`src/rtl/moxie_bus_pkg.sv`:
```
// Shared Wishbone bus definitions for the moxie core bus fabric.
package moxie_bus_pkg;

    localparam int unsigned WB_DAT_W = 16;
    localparam int unsigned WB_ADR_W = 32;
    localparam int unsigned WB_SEL_W = WB_DAT_W / 8;

    typedef enum logic [1:0] {
        StIdle = 2'd0,
        StOwn0 = 2'd1,
        StOwn1 = 2'd2
    } arb_state_t;

endpackage

```
`src/rtl/wb_arb_watchdog.sv`:
```
// Stall watchdog for the arbiter: counts unacknowledged strobe cycles of the
// current owner and pulses err_o for one cycle when the limit is reached.
module wb_arb_watchdog #(
    parameter int unsigned TimeoutCycles = 15
) (
    input  logic clk_i,
    input  logic rst_i,
    input  logic busy_i,
    input  logic ack_i,
    input  logic clear_i,
    output logic err_o
);

    localparam logic [7:0] Limit = 8'(TimeoutCycles);

    logic [7:0] cnt_q, cnt_d;

    assign err_o = (cnt_q == Limit);

    always_comb begin
        cnt_d = cnt_q;
        if (err_o || ack_i || clear_i) begin
            cnt_d = '0;
        end else if (busy_i) begin
            cnt_d = cnt_q + 8'd1;
        end
    end

    always_ff @(posedge clk_i) begin
        if (!rst_i) begin
            cnt_q <= '0;
        end else begin
            cnt_q <= cnt_d;
        end
    end

endmodule

```
`src/rtl/wb_arbiter2_ram16.sv`:
```
// Round-robin two-master Wishbone arbiter in front of a 16-bit RAM slave.
// Optional stall watchdog built when ARB_WATCHDOG_EN is defined.
module wb_arbiter2_ram16
    import moxie_bus_pkg::*;
#(
    parameter int unsigned TIMEOUT_CYCLES = 15
) (
    input  logic                clk_i,
    input  logic                rst_i,
    input  logic [WB_ADR_W-1:0] m0_adr_i,
    input  logic [WB_DAT_W-1:0] m0_dat_i,
    input  logic [WB_SEL_W-1:0] m0_sel_i,
    input  logic                m0_we_i,
    input  logic                m0_cyc_i,
    input  logic                m0_stb_i,
    output logic [WB_DAT_W-1:0] m0_dat_o,
    output logic                m0_ack_o,
    output logic                m0_err_o,
    input  logic [WB_ADR_W-1:0] m1_adr_i,
    input  logic [WB_DAT_W-1:0] m1_dat_i,
    input  logic [WB_SEL_W-1:0] m1_sel_i,
    input  logic                m1_we_i,
    input  logic                m1_cyc_i,
    input  logic                m1_stb_i,
    output logic [WB_DAT_W-1:0] m1_dat_o,
    output logic                m1_ack_o,
    output logic                m1_err_o,
    output logic [WB_ADR_W-1:0] s_adr_o,
    output logic [WB_DAT_W-1:0] s_dat_o,
    output logic [WB_SEL_W-1:0] s_sel_o,
    output logic                s_we_o,
    output logic                s_cyc_o,
    output logic                s_stb_o,
    input  logic [WB_DAT_W-1:0] s_dat_i,
    input  logic                s_ack_i
);

    arb_state_t state_q, state_d;
    arb_state_t stb_own_q;
    logic       last_q, last_d;
    logic       ack0, ack1;
    logic       wd_err;

    always_comb begin
        state_d = state_q;
        last_d  = last_q;
        unique case (state_q)
            StIdle: begin
                if (m0_cyc_i && m1_cyc_i) begin
                    state_d = last_q ? StOwn0 : StOwn1;
                end else if (m0_cyc_i) begin
                    state_d = StOwn0;
                end else if (m1_cyc_i) begin
                    state_d = StOwn1;
                end
            end
            StOwn0: begin
                if (!m0_cyc_i) begin
                    last_d  = 1'b0;
                    state_d = m1_cyc_i ? StOwn1 : StIdle;
                end
            end
            StOwn1: begin
                if (!m1_cyc_i) begin
                    last_d  = 1'b1;
                    state_d = m0_cyc_i ? StOwn0 : StIdle;
                end
            end
            default: state_d = StIdle;
        endcase
    end

    always_ff @(posedge clk_i) begin
        if (!rst_i) begin
            state_q   <= StIdle;
            last_q    <= 1'b1;
            stb_own_q <= StIdle;
        end else begin
            state_q   <= state_d;
            last_q    <= last_d;
            // Which owner issued the strobe the slave is answering next cycle.
            stb_own_q <= s_stb_o ? state_q : StIdle;
        end
    end

    // An ack is only genuine if the same owner strobed in the previous cycle.
    assign ack0 = s_ack_i && (state_q == StOwn0) && (stb_own_q == StOwn0);
    assign ack1 = s_ack_i && (state_q == StOwn1) && (stb_own_q == StOwn1);

    assign m0_dat_o = s_dat_i;
    assign m1_dat_o = s_dat_i;

    always_comb begin
        s_adr_o  = m0_adr_i;
        s_dat_o  = m0_dat_i;
        s_sel_o  = m0_sel_i;
        s_we_o   = 1'b0;
        s_cyc_o  = 1'b0;
        s_stb_o  = 1'b0;
        m0_ack_o = 1'b0;
        m1_ack_o = 1'b0;
        m0_err_o = 1'b0;
        m1_err_o = 1'b0;
        unique case (state_q)
            StOwn0: begin
                s_we_o   = m0_we_i;
                s_cyc_o  = m0_cyc_i;
                s_stb_o  = m0_cyc_i && m0_stb_i && !wd_err;
                m0_ack_o = ack0;
                m0_err_o = wd_err;
            end
            StOwn1: begin
                s_adr_o  = m1_adr_i;
                s_dat_o  = m1_dat_i;
                s_sel_o  = m1_sel_i;
                s_we_o   = m1_we_i;
                s_cyc_o  = m1_cyc_i;
                s_stb_o  = m1_cyc_i && m1_stb_i && !wd_err;
                m1_ack_o = ack1;
                m1_err_o = wd_err;
            end
            default: ;
        endcase
    end

`ifdef ARB_WATCHDOG_EN
    logic wd_busy;

    assign wd_busy = ((state_q == StOwn0) && m0_cyc_i && m0_stb_i) ||
                     ((state_q == StOwn1) && m1_cyc_i && m1_stb_i);

    wb_arb_watchdog #(
        .TimeoutCycles(TIMEOUT_CYCLES)
    ) u_watchdog (
        .clk_i  (clk_i),
        .rst_i  (rst_i),
        .busy_i (wd_busy),
        .ack_i  (ack0 || ack1),
        .clear_i(state_d != state_q),
        .err_o  (wd_err)
    );
`else
    logic [7:0] unused_timeout;

    assign unused_timeout = 8'(TIMEOUT_CYCLES);
    assign wd_err         = 1'b0;
`endif

endmodule

```
`config.mk`:
```
export PLATFORM = sky130hd
export DESIGN_NAME = wb_arbiter2_ram16
export DESIGN_NICKNAME = d
export VERILOG_FILES = /design/src/rtl/moxie_bus_pkg.sv /design/src/rtl/wb_arb_watchdog.sv /design/src/rtl/wb_arbiter2_ram16.sv
export SDC_FILE = /design/constraint.sdc
export NUM_CORES = 1
export LEC_CHECK = 0
export CAP_MARGIN = 15
export CORE_AREA = 2 2 83 85
export DETAILED_ROUTE_END_ITERATION = 16
export DIE_AREA = 0 0 85 87
export PLACE_DENSITY = 0.78
export SLEW_MARGIN = 0
export SYNTH_ARGS = -nofsm -noshare
export SYNTH_HDL_FRONTEND = slang
export SYNTH_SLANG_ARGS = --single-unit
```
`constraint.sdc`:
```
create_clock -name clk_i -period 3.75 [get_ports clk_i]
set_input_delay 0.5625 -clock clk_i [delete_from_list [all_inputs] [get_ports clk_i]]
set_output_delay 0.5625 -clock clk_i [all_outputs]
set_load 0.01 [all_outputs]
```
# ---- Word-level counts from Yosys, hierarchy flattened
# Cells that the tools add are included.
dict set report totals {
  input_bits 125
  register_bits 5
  out_inout_bits 89
}
dict set report classes {
  n_reduce_logical 12
  muxes 20
  eq_ne 7
}
# operator n
set op_table {}
lappend op_table {{two-way mux 32 bit} 1}
lappend op_table {{two-way mux 16 bit} 1}
lappend op_table {{two-way mux 2 bit} 8}
lappend op_table {{case mux 1 bit (2 select lines)} 4}
lappend op_table {{logical AND 1 bit} 7}
lappend op_table {{case mux 2 bit (3 select lines)} 1}
lappend op_table {{AND reduction 3 bit} 2}
lappend op_table {{two-way mux 1 bit} 5}
lappend op_table {{equality test 2 x 1 -> 1 bit (second input constant)} 2}
lappend op_table {{equality test 2 bit (second input constant)} 2}
lappend op_table {{!= test 2 bit (second input constant)} 2}
lappend op_table {{!= test 4 bit (second input constant)} 1}
lappend op_table {{logical NOT 2 bit} 1}
lappend op_table {{AND reduction 2 bit} 1}
lappend op_table {{nonzero test 2 bit} 1}

# ---- Longest topological paths before layout
# Gate-level depths: netlist of run 1.
dict set report logic_depth {
  word_depth 4
  ltp_mapped 6
  ltp_nobuf 5
}

# ---- Least setup slack after synthesis of run 1
# No wires, ideal clock.
dict set report synth_timing {
  path_kind {reg-to-output}
  startpoint {register state_q[0]}
  endpoint {output s_adr_o[0]}
  path_stages_with_launch 6
  n_path_buf 2
  arrival_ps 1246
  setup_slack_ps 1942
  required_time_ps 3188
  path_cell_list {dfxtp_1 -> inv_1 -> ha_1 -> buf_6 -> buf_6 -> mux2_4}
}
dict set report synth_between {
  elab_chain_len 2
}
# element line
set synth_lines {}
lappend synth_lines {{start, declared} wb_arbiter2_ram16.sv:38} ;# arb_state_t state_q, state_d;
lappend synth_lines {{start signal, assigned} wb_arbiter2_ram16.sv:75} ;# state_q <= StIdle;
lappend synth_lines {{start signal, assigned} wb_arbiter2_ram16.sv:79} ;# state_q <= state_d;
lappend synth_lines {{equality test 2 bit} wb_arbiter2_ram16.sv:104} ;# unique case (state_q)
lappend synth_lines {{two-way mux 32 bit} wb_arbiter2_ram16.sv:104}
lappend synth_lines {{end, declared} wb_arbiter2_ram16.sv:28} ;# output logic [WB_ADR_W-1:0] s_adr_o,
# Every way passes these cells.

# ---- Final worst setup path of run 1
dict set report layout_timing {
  startpoint {register state_q[0]}
  endpoint {output s_dat_o[12]}
}
dict set report layout_between {
  elab_chain_len 2
}
# element line
set layout_lines {}
lappend layout_lines {{equality test 2 bit} wb_arbiter2_ram16.sv:104}
lappend layout_lines {{two-way mux 16 bit} wb_arbiter2_ram16.sv:104}
lappend layout_lines {{end, declared} wb_arbiter2_ram16.sv:29} ;# output logic [WB_DAT_W-1:0] s_dat_o,
# Every way passes these cells.

==> flow_summary.toml, run 1 <==
[run_status]
status = "complete, no violations"

[sta]
final-max-slew-violation-count = 0
setup-tns-final_ps = 0
period_share_pct = 79.2
maxSlewHeadroom_pct = 56.2
setup_slack_ps = 780
grt_setup_unrepaired = "no"
setup-violations-final = 0
clock_skew_ps = 1.91
worst_pin_slew_ps = 657
clock.fmax_ghz = 0.337
timing.final.crit_period_ps = 2970
finalHoldViolations = 0

[detailed_routing]
viasPerCell = 4.29
vias = 1486
drt_wl_total_um = 6100
drcViolationCount = 0
dr.first_iter.drc_count = 24
ant_nets = 0
wire_per_inst_um = 17.6
dr.pass1.iters = 4

[cts]
cts_hold_buf = 0
cts_tree = "built"
clockBufferDepth = 2
clock_sinks = 5
clkLatencyLatePin_ps = 230
cts_resized = 0
clock-root-buffer = "clkbuf_8"
h-tree-depth = 1
path_clk_slew_ps = 40
cts_made_buffers = 3
postCtsSetupBuffers = 0

[setup_path]
crit_path_max_incr_delay_ps = 590
critical_path.cell_chain = "inv_1, ha_4, buf_12, mux2_4, clkdlybuf4s50_1"
crit_type = "reg -> out"
end_kind = "output port"
critPathLaunch = "state_q[0]"
reg2reg_to = "stb_own_q[0]"
critPathMaxFanout = 33
r2r_slack_ps = 2220
crit_required_ps = 3190
cp-endpoint = "s_dat_o[12]"
cp_data_arrival_time_ps = 2410
r2r_start = "state_q[0]"
reg2reg_depth = 5
cp-start-kind = "flip-flop"
cpMaxStageDelayCell = "ha_4"

[grt]
grt_max_degree = 34
antenna_found_initial = 0
grt_pass1_vias = 1524
grt_overflow_total = 0
grtUsageTotal_pct = 14.7
grt_pass1_wl_um = 8490

[final_layout]
finalNetCount = 398
final_layout_size_suffix_gt1_share_pct = 21.8
diodes = 0
regArea_um2 = 100
multi_input_area_um2 = 1020
final_core_util_pct = 44.7
fin_area_um2 = 2940
n_fill_cell = 611
area_growth_pct = 103

[power]
p_int_uw = 488
total_power_uw = 709
power_frac_clock_pct = 14.7
seqPwrFrac_pct = 9.4
pwr-share-comb_pct = 75.9
switching_share_pct = 31.2
switchingPower_uw = 221
vdd_drop_max_v = 0.000154
leakage_nw = 1.18
p_per_area_nw_per_um2 = 242

[floorplan]
initial_core_util_pct = 22.0
io-pin-count = 214
fp.dieH_um = 87
core_area_um2 = 6570
rows = 30
die-area_um2 = 7400
die_w_um = 85

[placed_design]
dpl-instance-area_um2 = 2890
numPortBuffers = 163
hpwlAfterDp_um = 5110
place_congestion = 0.841
dp_worst_setup_slack_ps = 987

[synth]
synth_top_family_by_area = "multiplexers"
yosysWarningCount = 0
yosysSeqAreaShare_pct = 6.92
synth-compound-area-share_pct = 4.67
netlist-cell-type-count = 24
ys_top_cells_by_count = "mux2_4, buf_4, buf_6, ha_1"
ys_dominant_reg_cell = "dfxtp_1"
syn_inst = 137
synth_area_leaders = "mux2_4, buf_4, dfxtp_1"
yosys.area_share.simple_pct = 8.22
synth_top_area_cell = "mux2_4"
avgSynthCellArea_um2 = 10.6
synth_edf_count = 0
async_reset_ff_share_pct = 0
synthAdderAreaFrac_pct = 5.19
synth_seq_cells = 5
synth_mux_area_share_pct = 51.4
synth_xor_area_share_pct = 0
yosysTopAreaCellShare_pct = 49.8
yosys.cell_count.top_type = "mux2_4"
synth.cell_area_um2 = 1450

[job]
drv_cap = 0

[min_path]
hold_path.class = "reg -> reg"
## cells in the final DEF (no fill, tap or decap)
cell type and instances:
clkdlybuf4s50_1 163, mux2_4 48, nand2_1 5, ha_1 5
dfxtp_1 5, inv_1 4, nor2_1 4, a21oi_1 4
clkbuf_8 3, nor2b_1 2, o21ai_0 2, mux2_2 2
nand4b_1 2, o22ai_1 2, nand2b_1 2, conb_1 2
a22oi_1 1, a21boi_0 1, and3_2 1, and3_1 1
nand3_2 1, nor3b_2 1, nand4_1 1, o311a_1 1
ha_4 1, clkbuf_1 1, buf_12 1
## per-stage QoR
| stage | hold WS, ps | instances |
|---|---|---|
| final | 525 | 346 |
| after global routing | 575 | 346 |
| after CTS | 526 | 346 |
| after detailed placement | 521 | 342 |
| after global placement | 521 | 342 |
| after floorplan | 481 | 138 |
## area by class of cell
cell class / count / share of cell area (%)
well taps: 80 / 3.41
repair buffers: 164 / 56.2
clock buffers: 4 / 1.53
multi-input cells: 89 / 34.9
flip-flops and latches: 5 / 3.41
inverters: 4 / 0.511
## routing by layer
metal / vias up / part of all wire, % / global-route usage, %
met4: 0 / 0.92 / 3.46
li1: 701 / - / -
met2: 108 / 47 / 24.1
met5: - / 0 / 0
met3: 6 / 9.5 / 5.02
met1: 671 / 43 / 18.6
## worst min path at each step
stage | cells past startpoint | endpoint | startpoint
6_report | 2 | stb_own_q[0] | state_q[0]
5_1_grt | 2 | stb_own_q[0] | state_q[0]
4_1_cts | 2 | stb_own_q[0] | state_q[0]
3_5_place_dp | 2 | stb_own_q[0] | state_q[0]
3_3_place_gp | 2 | stb_own_q[0] | state_q[0]
2_1_floorplan | 2 | stb_own_q[1] | state_q[1]
## power groups by stage
stage          registers (mW)  clock network, mW  logic (mW)
2_1_floorplan          0.0652                  0       0.300
4_1_cts                0.0665              0.106       0.543
3_3_place_gp           0.0669                  0       0.536
6_report               0.0663              0.104       0.539
5_1_grt                0.0675              0.108       0.567
3_5_place_dp           0.0672                  0       0.539
## cells by family after synthesis
logic type,after synthesis
simple gates,20
flops,5
other cells,1
fa+ha+maj,6
buf+inv,44
mux,50
compound gates,11
## flip-flops by register name (all words and copies together), names as in the netlist
register / flops
stb_own_q: 2
last_q: 1
state_q: 2
## critical path, delay by kind of cell (launching register included)
kind                     cells  cell delay (ps)
buffers and inverters        3              910
adder cells (fa/ha/maj)      1              590
flip-flops                   1              340
multiplexers                 1              320
(Power assumes the default switching activity.)
==> run 2, diff against run 1 <==
- CORE_AREA: 2 2 83 85 -> default
- CORE_ASPECT_RATIO: default -> 0.75
- CORE_MARGIN: default -> 1.5
- CORE_UTILIZATION: default -> 22
- DIE_AREA: 0 0 85 87 -> default
- PLACE_DENSITY: 0.78 -> 0.8
- clock period: 3.75 -> 2.4 ns (I/O delays scaled with it)
==> run 2 against run 1 <==
Compared with the run above:
- die area fell by 4.3%
- flip-flop and latch count is the same
- largest power group unchanged
- global-route usage shrank 0.56 points
- hold slack better by 26 ps
- sequential power increased by 60%
- sequential share of layout area about the same
- count of clock-buffer cells in the layout unchanged
- utilization rose by 2.4 points
==> flow_summary.toml, run 2 (synthesized netlist as in run 1, its figures left out) <==
[cts]
cts_tree = "built"
clkLatencyLatePin_ps = 230
h-tree-depth = 1
clock-root-buffer = "clkbuf_8"
cts_hold_buf = 0
clockBufferDepth = 2
clock_sinks = 5
cts_made_buffers = 3
path_clk_slew_ps = 40

[final_layout]
final_cells = 350
finalNetCount = 401
final_core_util_pct = 47.1
mostFrequentLayoutCells = "clkdlybuf4s50_1, mux2_4, nand2_1, ha_1, dfxtp_1"
final_common_cell = "clkdlybuf4s50_1"
final_layout_size_suffix_gt1_share_pct = 23.0
top_regs = "state_q: 2 flops, stb_own_q: 2 flops, last_q: 1 flops"
fin_area_um2 = 2980
area_growth_pct = 106
diodes = 0

[setup_path]
cp-start-kind = "flip-flop"
cp-endpoint = "s_adr_o[29]"
critPathLaunch = "state_q[0]"
reg2reg_to = "state_q[0]"
crit_type = "reg -> out"
reg2reg_depth = 5
end_kind = "output port"
crit_required_ps = 2040
critPathMaxFanout = 24
r2r_start = "state_q[1]"
r2r_slack_ps = 990
cp_data_arrival_time_ps = 1960

[run_status]
status = "complete, no violations"

[sta]
setup-tns-final_ps = 0
final-max-slew-violation-count = 0
clock_skew_ps = 3.28
setup-violations-final = 0
grt_setup_unrepaired = "no"
timing.final.crit_period_ps = 2320
finalHoldViolations = 0
period_share_pct = 96.9
clock.fmax_ghz = 0.430

[placed_design]
dpl-instance-area_um2 = 2930
numPortBuffers = 163
place_congestion = 0.921
hpwlAfterDp_um = 4450
placed_cells = 346

[floorplan]
rows = 25
io-pin-count = 214
fp.dieH_um = 73.2
die-area_um2 = 7070
die_w_um = 96.6
initial_core_util_pct = 22.9
core_area_um2 = 6320

[power]
total_power_mw = 1.12
vdd_drop_max_v = 0.000327
p_per_area_nw_per_um2 = 375
power_frac_clock_pct = 14.3
p_int_uw = 771
seqPwrFrac_pct = 9.5
leakage_nw = 1.21
switchingPower_uw = 346
pwr-share-comb_pct = 76.2
switching_share_pct = 31.0

[grt]
grtUsageMet2_pct = 23.2
grt_most_used_layer = "met2"
antenna_found_initial = 0
grt_overflow_total = 0
use_met1_pct = 18.3
grt_pass1_vias = 1537
grtUsageMet3_pct = 5.46
grtUsageTotal_pct = 14.2
grt_max_degree = 29
grt_pass1_wl_um = 8020

[detailed_routing]
drcViolationCount = 0
drt_wl_total_um = 5440
vias = 1483
viasPerCell = 4.24
dr.first_iter.drc_count = 40
dr.pass1.iters = 4
ant_nets = 0
wire_per_inst_um = 15.5

[min_path]
hp-start = "state_q[0]"
hold_path.class = "reg -> reg"

[job]
drv_cap = 0
==> run 2: cell count changes in the layout (fill, tap and decap cells not counted) <==
cell | previous run | this run
inv_2 | 0 | 1
o21ai_1 | 0 | 1
clkdlybuf4s50_1 | 163 | 162
buf_4 | 0 | 2
dlymetal6s2s_1 | 0 | 1
buf_12 | 1 | 2
inv_1 | 4 | 3
o21ai_0 | 2 | 1
==> run 2: layout make-up <==
cell class | count | area (um2)
Clock buffer | 4 | 45.0
Inverter | 4 | 15.0
Fill cell | 598 | 3340
Timing Repair Buffer | 167 | 1690
Sequential cell | 5 | 100
Multi-Input combinational cell | 89 | 1020
Tap cell | 81 | 101
==> run 2: critical path: stages (launching register included) <==
cell	delay [ps]
dfxtp_1	350
inv_2	120
ha_4	170
buf_12	210
mux2_2	380
clkdlybuf4s50_1	490
==> run 2: per-stage QoR <==
stage / hold WS [ps] / setup slack, ps
after floorplan: 436 / 794
after global placement: 525 / 169
after detailed placement: 525 / 156
after CTS: 532 / 3.22
after global routing: 565 / 5.53
final: 551 / 75.5
==> run 2: power by group through the flow <==
stage	logic [mW]	registers, mW	clock network, mW
4_1_cts	0.858	0.104	0.163
3_5_place_dp	0.851	0.106	0
2_1_floorplan	0.468	0.102	0
3_3_place_gp	0.841	0.105	0
5_1_grt	0.898	0.107	0.168
6_report	0.851	0.106	0.160
==> run 2: worst min-delay path by stage <==
stage | end | slack [ps] | depth (start not counted)
after CTS | stb_own_q[0] | 530 | 2
after global placement | stb_own_q[0] | 520 | 2
final | stb_own_q[0] | 550 | 2
after detailed placement | stb_own_q[0] | 520 | 2
after floorplan | last_q | 440 | 1
after global routing | last_q | 570 | 2
==> run 2: repair_timing <==
action,CTS,global route
gates resized for setup,0,3
endpoints found under the setup margin,0,20
buffers inserted,0,0
==> run 2: layer usage <==
| metal | wire (um) | vias to the layer above |
|---|---|---|
| met5 | 0 | - |
| met4 | 14 | 0 |
| met3 | 479 | 2 |
| met2 | 2570 | 106 |
| met1 | 2370 | 667 |
| li1 | - | 708 |
==> run 3, diff against run 2 <==
- SKIP_LAST_GASP: default -> 1
==> run 3 against run 2 <==
Compared with the run above:
- power barely moved
- clock power barely moved
- sequential power barely moved
- largest power group unchanged
- utilization barely moved
- sequential share of layout area barely moved
- design area barely moved
- worst setup slack got worse by 0.60 ps
- via count fell by 0.40%
- combinational power barely moved
- die area did not move
- clock skew barely moved
==> flow_summary.toml, run 3 (synthesized netlist as in run 1, its figures left out) <==
[setup_path]
cp-endpoint = "s_adr_o[31]"
r2r_start = "state_q[1]"
r2r_slack_ps = 990
reg2reg_to = "state_q[0]"
critPathLaunch = "state_q[0]"
cpMaxStageDelayCell = "clkdlybuf4s50_1"
crit_type = "reg -> out"
reg2reg_depth = 5
critical_path.cell_chain = "inv_2, ha_4, buf_12, mux2_2, clkdlybuf4s50_1"
crit_required_ps = 2040
crit_path_max_incr_delay_ps = 510
cp_data_arrival_time_ps = 1970
critPathMaxFanout = 24
end_kind = "output port"
cp-start-kind = "flip-flop"

[final_layout]
final_common_cell = "clkdlybuf4s50_1"
mostFrequentLayoutCells = "clkdlybuf4s50_1, mux2_4, nand2_1, ha_1, dfxtp_1"
final_layout_size_suffix_gt1_share_pct = 23.0
regArea_um2 = 100
top_regs = "state_q: 2 flops, stb_own_q: 2 flops, last_q: 1 flops"
n_fill_cell = 597
final_core_util_pct = 47.0
area_growth_pct = 106
final_cells = 350
finalNetCount = 401
diodes = 0
multi_input_area_um2 = 1020

[power]
leakage_nw = 1.20
p_per_area_nw_per_um2 = 376
vdd_drop_max_v = 0.000327

[sta]
timing.final.crit_period_ps = 2330
clock.fmax_ghz = 0.430
clock_skew_ps = 3.42
finalHoldViolations = 0
grt_setup_unrepaired = "yes"
final-max-slew-violation-count = 0
period_share_pct = 96.9
setup-violations-final = 0

[floorplan]
io-pin-count = 214
core_area_um2 = 6320
die-area_um2 = 7070
fp.dieH_um = 73.2
initial_core_util_pct = 22.9
die_w_um = 96.6
rows = 25

[placed_design]
placed_cells = 346
hpwlAfterDp_um = 4450
place_congestion = 0.921
numPortBuffers = 163

[cts]
clock-root-buffer = "clkbuf_8"
cts_made_buffers = 3
path_clk_slew_ps = 40
clock_sinks = 5
clkLatencyLatePin_ps = 230
postCtsSetupBuffers = 0
clockBufferDepth = 2
cts_tree = "built"
h-tree-depth = 1

[grt]
grt_max_degree = 29
grt_pass1_vias = 1537
grtUsageTotal_pct = 14.2
grt_overflow_total = 0
antenna_found_initial = 0
grt_pass1_wl_um = 8020

[detailed_routing]
drt_wl_total_um = 5440
dr.first_iter.drc_count = 40
wire_per_inst_um = 15.5
dr.pass1.iters = 4
drcViolationCount = 0
ant_nets = 0
vias = 1477
viasPerCell = 4.22

[run_status]
status = "complete, no violations"

[job]
drv_cap = 0

[min_path]
hold_path.class = "reg -> reg"
run 3: cell count changes in the layout (fill, tap and decap cells not counted), sizes merged:
cell,previous run,this run
dlymetal6s2s,1,0
clkdlybuf4s50,162,163
run 3: final cells by class:
cell class / instances / share of cell area (%)
multi-input combinational: 89 / 34.5
clock buffer: 4 / 1.52
timing repair buffer: 167 / 56.7
sequential: 5 / 3.37
tap: 81 / 3.41
inverter: 4 / 0.505
run 3: per-stage QoR:
step / setup TNS (ps) / hold slack [ps] / instance area, um2 / total power [mW] / worst slack [ps]
after floorplan: 0 / 436 / 1450 / 0.570 / 794
after global placement: 0 / 525 / 2930 / 0.946 / 169
after detailed placement: 0 / 525 / 2930 / 0.957 / 156
after CTS: 0 / 532 / 2970 / 1.13 / 3.22
after global routing: -4.23 / 565 / 2970 / 1.17 / -4.23
final: 0 / 551 / 2970 / 1.12 / 74.9
run 3: worst min-delay path by stage:
stage | start | to | slack (ps) | cells after the start
global route | last_q | last_q | 570 | 2
global placement | state_q[0] | stb_own_q[0] | 520 | 2
floorplan | rst_i | last_q | 440 | 1
CTS | state_q[0] | stb_own_q[0] | 530 | 2
detailed placement | state_q[0] | stb_own_q[0] | 520 | 2
finish | state_q[0] | stb_own_q[0] | 550 | 2
run 3: where the power goes:
part           internal [mW]  switching, mW  total, mW
Sequential            0.0927         0.0133      0.106
Combinational          0.564          0.287      0.852
Clock                  0.114         0.0456      0.160
run 3: worst max-delay path: cells and delay by family, from the launching register on:
family	cells	cell delay, ps
flip-flops	1	350
buffers and inverters	3	840
multiplexers	1	360
adder cells (fa/ha/maj)	1	170
run 3: per-layer routing:
layer | share of wire, % | vias up | global-route usage (%)
met5 | 0 | - | 0
met4 | 0.26 | 0 | 1.45
met3 | 8.7 | 2 | 5.46
met2 | 47 | 99 | 23.2
met1 | 44 | 668 | 18.3
li1 | - | 708 | -
run 3: what timing repair did:
action | in CTS | in global routing
gates resized for setup | 0 | 2
hold buffers | 0 | 0
setup endpoints to repair | 0 | 20
